File: src/rtl/btn_pkg.sv
// Shared definitions for the push-button conditioning slice: channel states,
// button index map and default timing for a 100 MHz clock.
package btn_pkg;

  typedef enum logic [2:0] {
    IDLE,
    DEB_PRESS,
    PRESSED,
    HELD,
    DEB_RELEASE
  } btn_state_t;

  // Bit positions inside the {C,R,L,D,U} button vector
  localparam int BTN_U = 0;
  localparam int BTN_D = 1;
  localparam int BTN_L = 2;
  localparam int BTN_R = 3;
  localparam int BTN_C = 4;

  localparam int NUM_BTN_DEFAULT         = 5;
  localparam int DEBOUNCE_CYCLES_DEFAULT = 1_000_000;
  localparam int HOLD_CYCLES_DEFAULT     = 100_000_000;
  localparam int CNT_W_DEFAULT           = 27;

endpackage

File: src/rtl/btn_channel.sv
// One button channel: two-flop synchroniser, debounce/hold FSM with a shared
// cycle counter, and registered level and strobe outputs.
module btn_channel
  import btn_pkg::*;
#(
  parameter int DEBOUNCE_CYCLES = DEBOUNCE_CYCLES_DEFAULT,
  parameter int HOLD_CYCLES     = HOLD_CYCLES_DEFAULT,
  parameter int CNT_W           = CNT_W_DEFAULT
) (
  input  logic clk,
  input  logic rst,
  input  logic raw,
  output logic level,
  output logic press_stb,
  output logic release_stb,
  output logic hold_stb
);

  // The FSM acts on the count value before increment, so the last count is limit-1
  localparam logic [CNT_W-1:0] DEB_LAST  = CNT_W'(DEBOUNCE_CYCLES - 1);
  localparam logic [CNT_W-1:0] HOLD_LAST = CNT_W'(HOLD_CYCLES - 1);
  localparam logic [CNT_W-1:0] CNT_ONE   = CNT_W'(1);

  logic [1:0]       sync_ff;
  logic             sync;
  btn_state_t       state;
  logic [CNT_W-1:0] cnt;

  always_ff @(posedge clk) begin
    if (rst) begin
      sync_ff <= '0;
    end else begin
      sync_ff <= {sync_ff[0], raw};
    end
  end

  assign sync = sync_ff[1];

  always_ff @(posedge clk) begin
    if (rst) begin
      state       <= IDLE;
      cnt         <= '0;
      level       <= 1'b0;
      press_stb   <= 1'b0;
      release_stb <= 1'b0;
      hold_stb    <= 1'b0;
    end else begin
      press_stb   <= 1'b0;
      release_stb <= 1'b0;
      hold_stb    <= 1'b0;
      unique case (state)
        IDLE: begin
          if (sync) begin
            state <= DEB_PRESS;
            cnt   <= CNT_ONE;
          end
        end
        DEB_PRESS: begin
          if (!sync) begin
            state <= IDLE;
            cnt   <= '0;
          end else if (cnt >= DEB_LAST) begin
            state     <= PRESSED;
            level     <= 1'b1;
            press_stb <= 1'b1;
            cnt       <= '0;
          end else begin
            cnt <= cnt + CNT_ONE;
          end
        end
        PRESSED: begin
          if (!sync) begin
            state <= DEB_RELEASE;
            cnt   <= CNT_ONE;
          end else if (cnt >= HOLD_LAST) begin
            state    <= HELD;
            hold_stb <= 1'b1;
            cnt      <= '0;
          end else begin
            cnt <= cnt + CNT_ONE;
          end
        end
        HELD: begin
          if (!sync) begin
            state <= DEB_RELEASE;
            cnt   <= CNT_ONE;
          end
        end
        // A bounce back to 1 returns to PRESSED, so hold timing restarts and stays eligible
        DEB_RELEASE: begin
          if (sync) begin
            state <= PRESSED;
            cnt   <= '0;
          end else if (cnt >= DEB_LAST) begin
            state       <= IDLE;
            level       <= 1'b0;
            release_stb <= 1'b1;
            cnt         <= '0;
          end else begin
            cnt <= cnt + CNT_ONE;
          end
        end
        default: begin
          state <= IDLE;
          cnt   <= '0;
        end
      endcase
    end
  end

  strobe_exclusive: assert property (@(posedge clk) disable iff (rst)
    $onehot0({press_stb, release_stb, hold_stb}));

  strobe_single_cycle: assert property (@(posedge clk) disable iff (rst)
    (press_stb || release_stb || hold_stb) |=> !(press_stb || release_stb || hold_stb));

endmodule

File: src/rtl/btn_conditioner.sv
// Conditions the raw board push-buttons into clean levels plus press, release
// and long-press strobes; every channel is an independent btn_channel.
module btn_conditioner
  import btn_pkg::*;
#(
  parameter int NUM_BTN         = NUM_BTN_DEFAULT,
  parameter int DEBOUNCE_CYCLES = DEBOUNCE_CYCLES_DEFAULT,
  parameter int HOLD_CYCLES     = HOLD_CYCLES_DEFAULT,
  parameter int CNT_W           = CNT_W_DEFAULT
) (
  input  logic               clk,
  input  logic               rst,
  input  logic [NUM_BTN-1:0] btn_raw,
  output logic [NUM_BTN-1:0] btn_level,
  output logic [NUM_BTN-1:0] btn_press,
  output logic [NUM_BTN-1:0] btn_release,
  output logic [NUM_BTN-1:0] btn_hold,
  output logic               btn_any
);

  for (genvar i = 0; i < NUM_BTN; i++) begin : g_chan
    btn_channel #(
      .DEBOUNCE_CYCLES(DEBOUNCE_CYCLES),
      .HOLD_CYCLES    (HOLD_CYCLES),
      .CNT_W          (CNT_W)
    ) u_chan (
      .clk        (clk),
      .rst        (rst),
      .raw        (btn_raw[i]),
      .level      (btn_level[i]),
      .press_stb  (btn_press[i]),
      .release_stb(btn_release[i]),
      .hold_stb   (btn_hold[i])
    );
  end

  assign btn_any = |btn_level;

endmodule

File: config.mk
export PLATFORM = sky130hd
export DESIGN_NAME = btn_conditioner
export DESIGN_NICKNAME = d
export VERILOG_FILES = /design/src/rtl/btn_pkg.sv /design/src/rtl/btn_channel.sv /design/src/rtl/btn_conditioner.sv
export SDC_FILE = /design/constraint.sdc
export NUM_CORES = 1
export LEC_CHECK = 0
export ABC_AREA = 1
export CELL_PAD_IN_SITES_DETAIL_PLACEMENT = 1
export CELL_PAD_IN_SITES_GLOBAL_PLACEMENT = 2
export CORE_UTILIZATION = 31
export DETAILED_ROUTE_END_ITERATION = 16
export PLACE_DENSITY = 0.85
export RECOVER_POWER = 50
export SLEW_MARGIN = 20
export SYNTH_ARGS = -nofsm -noshare
export SYNTH_HDL_FRONTEND = slang
export SYNTH_SLANG_ARGS = --single-unit
File: constraint.sdc
create_clock -name clk -period 1.88 [get_ports clk]
set_clock_uncertainty 0.05 [all_clocks]
set_input_delay 0.376 -clock clk [delete_from_list [all_inputs] [get_ports clk]]
set_output_delay 0.376 -clock clk [all_outputs]
set_load 0.02 [all_outputs]
After elaboration in Yosys (flattened, before gate mapping):

Cells that the tools add are included.

* register bits after elaboration: 180
* output and inout port bits: 21
* logic and storage cells: 296

* $add $sub $neg: 5
* magnitude comparators: 10
* equal/unequal tests: 65
* muxes and demuxes: 120
* bitwise gates (word level): 20
* reduce and logical (&&, ||, !) cells: 41

Operators by type and width (count)
* $mux W27: 35
* $pmux W27 S5: 5
* $add A27 B1 Y27 const B: 5
* $ge A27 B20 Y1 const B: 5
* $ge A27 B27 Y1 const B: 5
* $mux W3: 40
* $pmux W3 S5: 5
* $reduce_and A5 Y1: 10
* $reduce_or A3 Y1: 15
* $ne A2 B1 Y1 const B: 20
* $eq A3 B2 Y1 const B: 10
* $mux W1: 30
* $ne A3 B3 Y1 const B: 10
* $ne A2 B2 Y1 const B: 10
* $not A1 Y1: 20
* $eq A3 B1 Y1 const B: 5
* $eq A3 B3 Y1 const B: 5
* $logic_not A3 Y1: 5
* $ne A3 B1 Y1 const B: 5
* $pmux W1 S2: 5
* $reduce_and A2 Y1: 5
* $reduce_bool A2 Y1: 5
* $reduce_or A5 Y1: 1

Depth between registers and ports, before layout:

* depth in word-level cells: 4
* depth in mapped cells: 14
* depth with buffers taken out: 14

Hierarchy:

A second synthesis with hierarchy kept.

* cell total of the unflattened synthesis: 1971
* area total of the unflattened synthesis: 11836.4 µm²

Modules (own cells, without submodules)
* btn_channel (g_chan[0].u_chan ...): instances 3, cells each 395, area each 2343.5 µm², seq. area each 720.7 µm²
* btn_channel (g_chan[4].u_chan): instances 1, cells each 381, area each 2399.8 µm², seq. area each 720.7 µm²
* btn_channel (g_chan[2].u_chan): instances 1, cells each 401, area each 2389.8 µm², seq. area each 720.7 µm²
* btn_conditioner: instances 1, cells each 4, area each 16.3 µm², seq. area each 0.0 µm²

Worst setup path before layout:

No wires, ideal clock.

* path kind: flip-flop to flip-flop
* from: reg g_chan[2].u_chan.cnt[0]
* to: reg g_chan[2].u_chan.cnt[24]
* setup time: 0.138 ns
* data arrival time: 1.630 ns
* setup slack: 0.062 ns
* cell stages (with the launch flop): 13
* clock period less this slack: 1.818 ns
* cells stage by stage: dfxtp_1 > ha_1 > nand2_1 > nor2_2 > nand2_2 > nor2_4 > nand3_1 > nor2_2 > nand2_2 > o21ai_0 > inv_1 > o21ai_1 > a21oi_1

* cells in the longest elaborated chain, start to end: 4
* elaborated cells between the ends (all ways): 9

Ends and longest elaborated chain
* start, declared: RTL line btn_channel.sv:27 `logic [CNT_W-1:0] cnt;`
* start signal, assigned: RTL line btn_channel.sv:68 `cnt <= cnt + CNT_ONE;`
* start signal, assigned: RTL line btn_channel.sv:80 `cnt <= cnt + CNT_ONE;`
* start signal, assigned: RTL line btn_channel.sv:100 `cnt <= cnt + CNT_ONE;`
* $add A27 B1 Y27, or another cell as far along: RTL line btn_channel.sv:68, btn_channel.sv:80, btn_channel.sv:100
* $mux W27, on equally long branches: RTL line btn_channel.sv:62, btn_channel.sv:94, btn_channel.sv:75
* $mux W27, on equally long branches: RTL line btn_channel.sv:91, btn_channel.sv:59, btn_channel.sv:72
* $pmux W27 S5 *: RTL line btn_channel.sv:51 `unique case (state)`

Mark *: on every way between the ends. The rest lies on a longest branch, timed or not.
A chain may end at the register's enable or synchronous reset.

Worst setup path after layout:

* from: reg g_chan[1].u_chan.cnt[16]
* to: reg g_chan[1].u_chan.state[2]

* cells in the longest elaborated chain, start to end: 3
* elaborated cells between the ends (all ways): 6

Ends and longest elaborated chain
* start, declared: RTL line btn_channel.sv:27
* start signal, assigned: RTL line btn_channel.sv:68
* start signal, assigned: RTL line btn_channel.sv:80
* start signal, assigned: RTL line btn_channel.sv:100
* $ge A27 B20 Y1 or $ge A27 B27 Y1 (tied branches): RTL line btn_channel.sv:62, btn_channel.sv:94, btn_channel.sv:75
* $ne A3 B1 Y1 (no source line) or $ne A3 B3 Y1 (tied branches)
* $reduce_and A5 Y1 (no source line) *
* end signal, assigned: RTL line btn_channel.sv:60 `state <= IDLE;`
* end signal, assigned: RTL line btn_channel.sv:63 `state <= PRESSED;`
* end signal, assigned: RTL line btn_channel.sv:95 `state <= IDLE;`
* end, declared: RTL line btn_channel.sv:26 `btn_state_t state;`

Marks and branches as above.

==> results by stage <==
Place:
- The HPWL after detailed placement is 29200 um.
- Before CTS, the worst setup slack after placement is -0.170 ns.
- The total placed instance area is 14100 um2.
- In this run, placement finished with an instance count of 2574.
- At the end of routability-driven placement, the weighted congestion stood at 0.842.
- During placement, the flow inserted port buffers numbering 27.

Timing:
- The relative slew slack is 0.690.
- The routed design could run at a clock period as short as 1.91 ns.
- The part of the cycle the worst path needs is 1.02.
- The final setup TNS is -0.0443 ns.
- The final critical-path setup slack is -0.0296 ns.
- Setup repair after global routing could not meet its margin everywhere.
- The number of hold violations in the final report is 0.
- The measured slew at the worst slew-check pin is 0.461 ns.
- The final number of max-transition violations is 0.
- Setup violations remaining at the end of the flow were counted as 3.
- Based on the critical path, the design can be clocked at up to 524 MHz.

Synth:
- The share of the Yosys chip area taken by registers is 0.307.
- Yosys mapped a number of flops with a built-in enable equal to 0.
- The post-synth net total is 1883.
- The number of distinct library cells after synthesis is 50.
- After synthesis the netlist holds a flip-flop and latch count of 180.
- The most used flip-flop cell after synthesis is dfxtp_1.
- Summing every instance area after synthesis gives 11700 um2.
- The average cell area after synthesis is 6.27 um2.
- Of all flip-flops after synthesis, the portion carrying an async set or reset was 0.
- During synthesis, Yosys emitted a total of 0 warnings.
- In the synthesized netlist, the number of instances is 1871.

Die:
- Measured along the y axis, the die boundary spans 196 um.
- The initial standard-cell utilization of the core is 0.318.
- 28 I/O pins were placed.
- The placeable core region is 36900 um2.
- The floorplan die width is 196 um.
- The die covers 38600 um2.
- In this run the core area contains 70 standard-cell rows.

Worst setup path:
- The highest net fanout along the worst path is 4.
- STA classifies the critical path endpoint as a register.
- Data on the critical path arrives at its endpoint at 2.21 ns.
- The slowest stage cell on the critical path is dfxtp_4.
- Among the stages of the critical path, the cell type that occurs most often is buf_4.
- STA classifies the critical path startpoint as a register.
- The kind of critical path is reg -> reg.
- Data on the critical path is required at its endpoint by 2.18 ns.
- The delay contributed by the slowest stage of the critical path is 0.37 ns.
- The number of cells on the worst reg-to-reg path is 10.
- The signal on the critical path passes through buf_4 > buf_4 > nand4_1 > nor3_2 > nand2_2 > nand4_4 > buf_4 > nand3_2 > o21ai_0 > a21oi_1.

Global route:
- The largest net degree at the start of global routing is 75.
- The total overflow reported by the global router is 0.
- The number of antenna violations at the first check in global routing is 0.
- The number of global-route vias before repair is 14.0k.
- The first-pass GRT wire length is 67500 um.
- The total global-route track usage is 0.214.

Detailed routing:
- The detailed router finished its first iteration with 614 violations.
- The final route contains 13.5k vias.
- The number of detailed-route iterations in the first pass is 5.
- The mean number of vias per cell is 5.05.
- In the routed design, unresolved DRC markers number 0.
- The count of antenna-violating nets left after detailed routing is 0.
- Wires add up to 44400 um.
- Dividing the detail-routed wire length by the instance count gives 16.7 um.

Finish:
- The finished layout holds 2665 standard cells, fillers aside.
- The share of cells above drive strength 1 is 0.377.
- Relative to the synthesized area, the layout overhead comes to 44.6%.
- The total of fill cells in the finished design is 4724.
- Leaving out fill and tap cells, the most frequent cell in the layout is nand2_1.
- The post-route cell area is 17000 um2.
- The layout net count is 2160.
- In the layout the commonest cells are 450 x nand2_1, 277 x buf_4, 176 x inv_1, 152 x nor2_1, 124 x a21oi_1.
- The repair_antennas step left the layout with diodes totalling 0.

Power:
- The standby leakage power is 0.00681 uW.
- The peak supply drop is 0.000666 V.
- The overall power after layout is 10400 uW.
- The power density of the placed cells is 615 nW/um2.

Min path:
- Counting instances, the worst hold path has a depth of 2.
- The path class of the tightest hold or removal check is in -> reg.

Status:
- The flow ran to the end, but the final reports show violations.
- The final reports fail on negative setup slack.

Clock network:
- TritonCTS created 17 clock buffers.
- The post-cts hold buffer count is 0.
- The CTS sink count is 180.
- The H-tree generated during clock tree synthesis spans 4 levels.
- The clock-pin slew of the registers on the worst-case setup and hold paths is 0.07 ns.
- The clock root buffer is clkbuf_16.
- The CTS tree is built.
- For the worst-skew pair, the clock arrives at the later sink with an insertion delay of 0.47 ns.
- The buffer levels on the longest clock path is 2.

Job:
- The count of maximum capacitance violations is 0.
-- synthesized netlist by cell type (2+ instances only) --
cell	number	area share
buf_6	10	0.0096
clkbuf_1	27	0.0086
o221ai_1	2	0.0015
clkinv_1	4	0.0013
nor4_1	16	0.0085
ha_1	5	0.0053
o21bai_1	2	0.0013
a31o_2	3	0.0022
nand2_1	506	0.16
nor3_1	57	0.024
a21oi_2	11	0.0082
nor2_1	211	0.068
nand2_2	10	0.0053
o31ai_1	2	0.0013
nand4_2	3	0.0032
inv_2	7	0.0022
nand4_1	49	0.026
o21ai_0	54	0.023
buf_2	21	0.0090
nor2_4	4	0.0038
o21ai_1	10	0.0043
o21a_1	5	0.0032
buf_4	25	0.016
xor2_1	27	0.020
nand3_1	152	0.065
nand3_2	18	0.015
nand3b_1	9	0.0058
nor3_4	3	0.0042
a21oi_1	159	0.068
dfxtp_1	180	0.31
nand2_4	3	0.0029
xnor2_1	3	0.0022
o2111ai_1	2	0.0015
or2_2	20	0.011
nor3_2	5	0.0043
o211ai_1	12	0.0077
nor2_2	17	0.0091
a31oi_1	4	0.0021
inv_1	202	0.065
-- area by class of cell --
class,instances,area [um2],share of cell area
Multi-Input combinational cell,1401,8380,0.494
Sequential cell,180,3780,0.223
Timing Repair Buffer,335,2790,0.164
Inverter,213,812,0.0479
Tap cell,504,631,0.0372
Clock buffer,19,453,0.0267
Clock inverter,13,114,0.00671
-- worst paths after layout --
path | from | end | slack [ns]
worst max-delay path | g_chan[1].u_chan.cnt[16]$_SDFFE_PP0P_ | g_chan[1].u_chan.state[2]$_SDFFE_PP0P_ | -0.03
worst min-delay path | rst | g_chan[0].u_chan.cnt[26]$_SDFFE_PP0P_ | 0.13
worst max register to register | g_chan[1].u_chan.cnt[16]$_SDFFE_PP0P_ | g_chan[1].u_chan.state[2]$_SDFFE_PP0P_ | -0.03
worst min register to register | g_chan[4].u_chan.sync_ff[0]$_SDFF_PP0_ | g_chan[4].u_chan.sync_ff[1]$_SDFF_PP0_ | 0.36
-- state kept, by name (all words and copies together), names as in the netlist --
register and flops:
g_chan.u_chan.cnt 135, g_chan.u_chan.hold_stb 5, g_chan.u_chan.state 15, g_chan.u_chan.sync_ff 10
g_chan.u_chan.release_stb 5, g_chan.u_chan.level 5, g_chan.u_chan.press_stb 5
-- critical path: cells and delay by family (launching register included) --
kind / cells / cell delay [ns]
DFF: 1 / 0.37
AOI/OAI and AO/OA: 2 / 0.28
buffers and inverters: 3 / 0.36
and+or+nand+nor: 5 / 0.74
-- power by group --
group,internal [uW],switching [uW]
logic,946,1790
registers,3920,165
clock network,1810,1800
total,6680,3750
-- metal layers --
metal,up-vias,GRT usage,share of wire
li1,6667,-,-
met5,-,0,0
met3,65,0.0341,0.022
met1,6594,0.249,0.43
met2,137,0.401,0.53
met4,0,0.0587,0.018
-- what timing repair did --
item | 4_1_cts | 5_1_grt
setup buffers | 16 | 35
endpoints found under the setup margin | 151 | 158
pin swaps | 31 | 126
cloned | 6 | 4
resized for setup | 130 | 409
-- cells by family after synthesis --
kind of cell             share of synthesized area
AO/OA/AOI/OAI                                0.128
XOR/XNOR                                    0.0224
adder cells (fa/ha/maj)                    0.00534
buffers and inverters                        0.114
flip-flops                                   0.307
AND/OR/NAND/NOR                              0.423
-- metrics by stage --
stage	utilization	hold slack, ns
final	0.460	0.128
after global routing	0.460	0.111
after CTS	0.416	0.103
after detailed placement	0.381	0.354
after global placement	0.381	0.343
after floorplan	-	0.338
(Power assumes the default switching activity.)
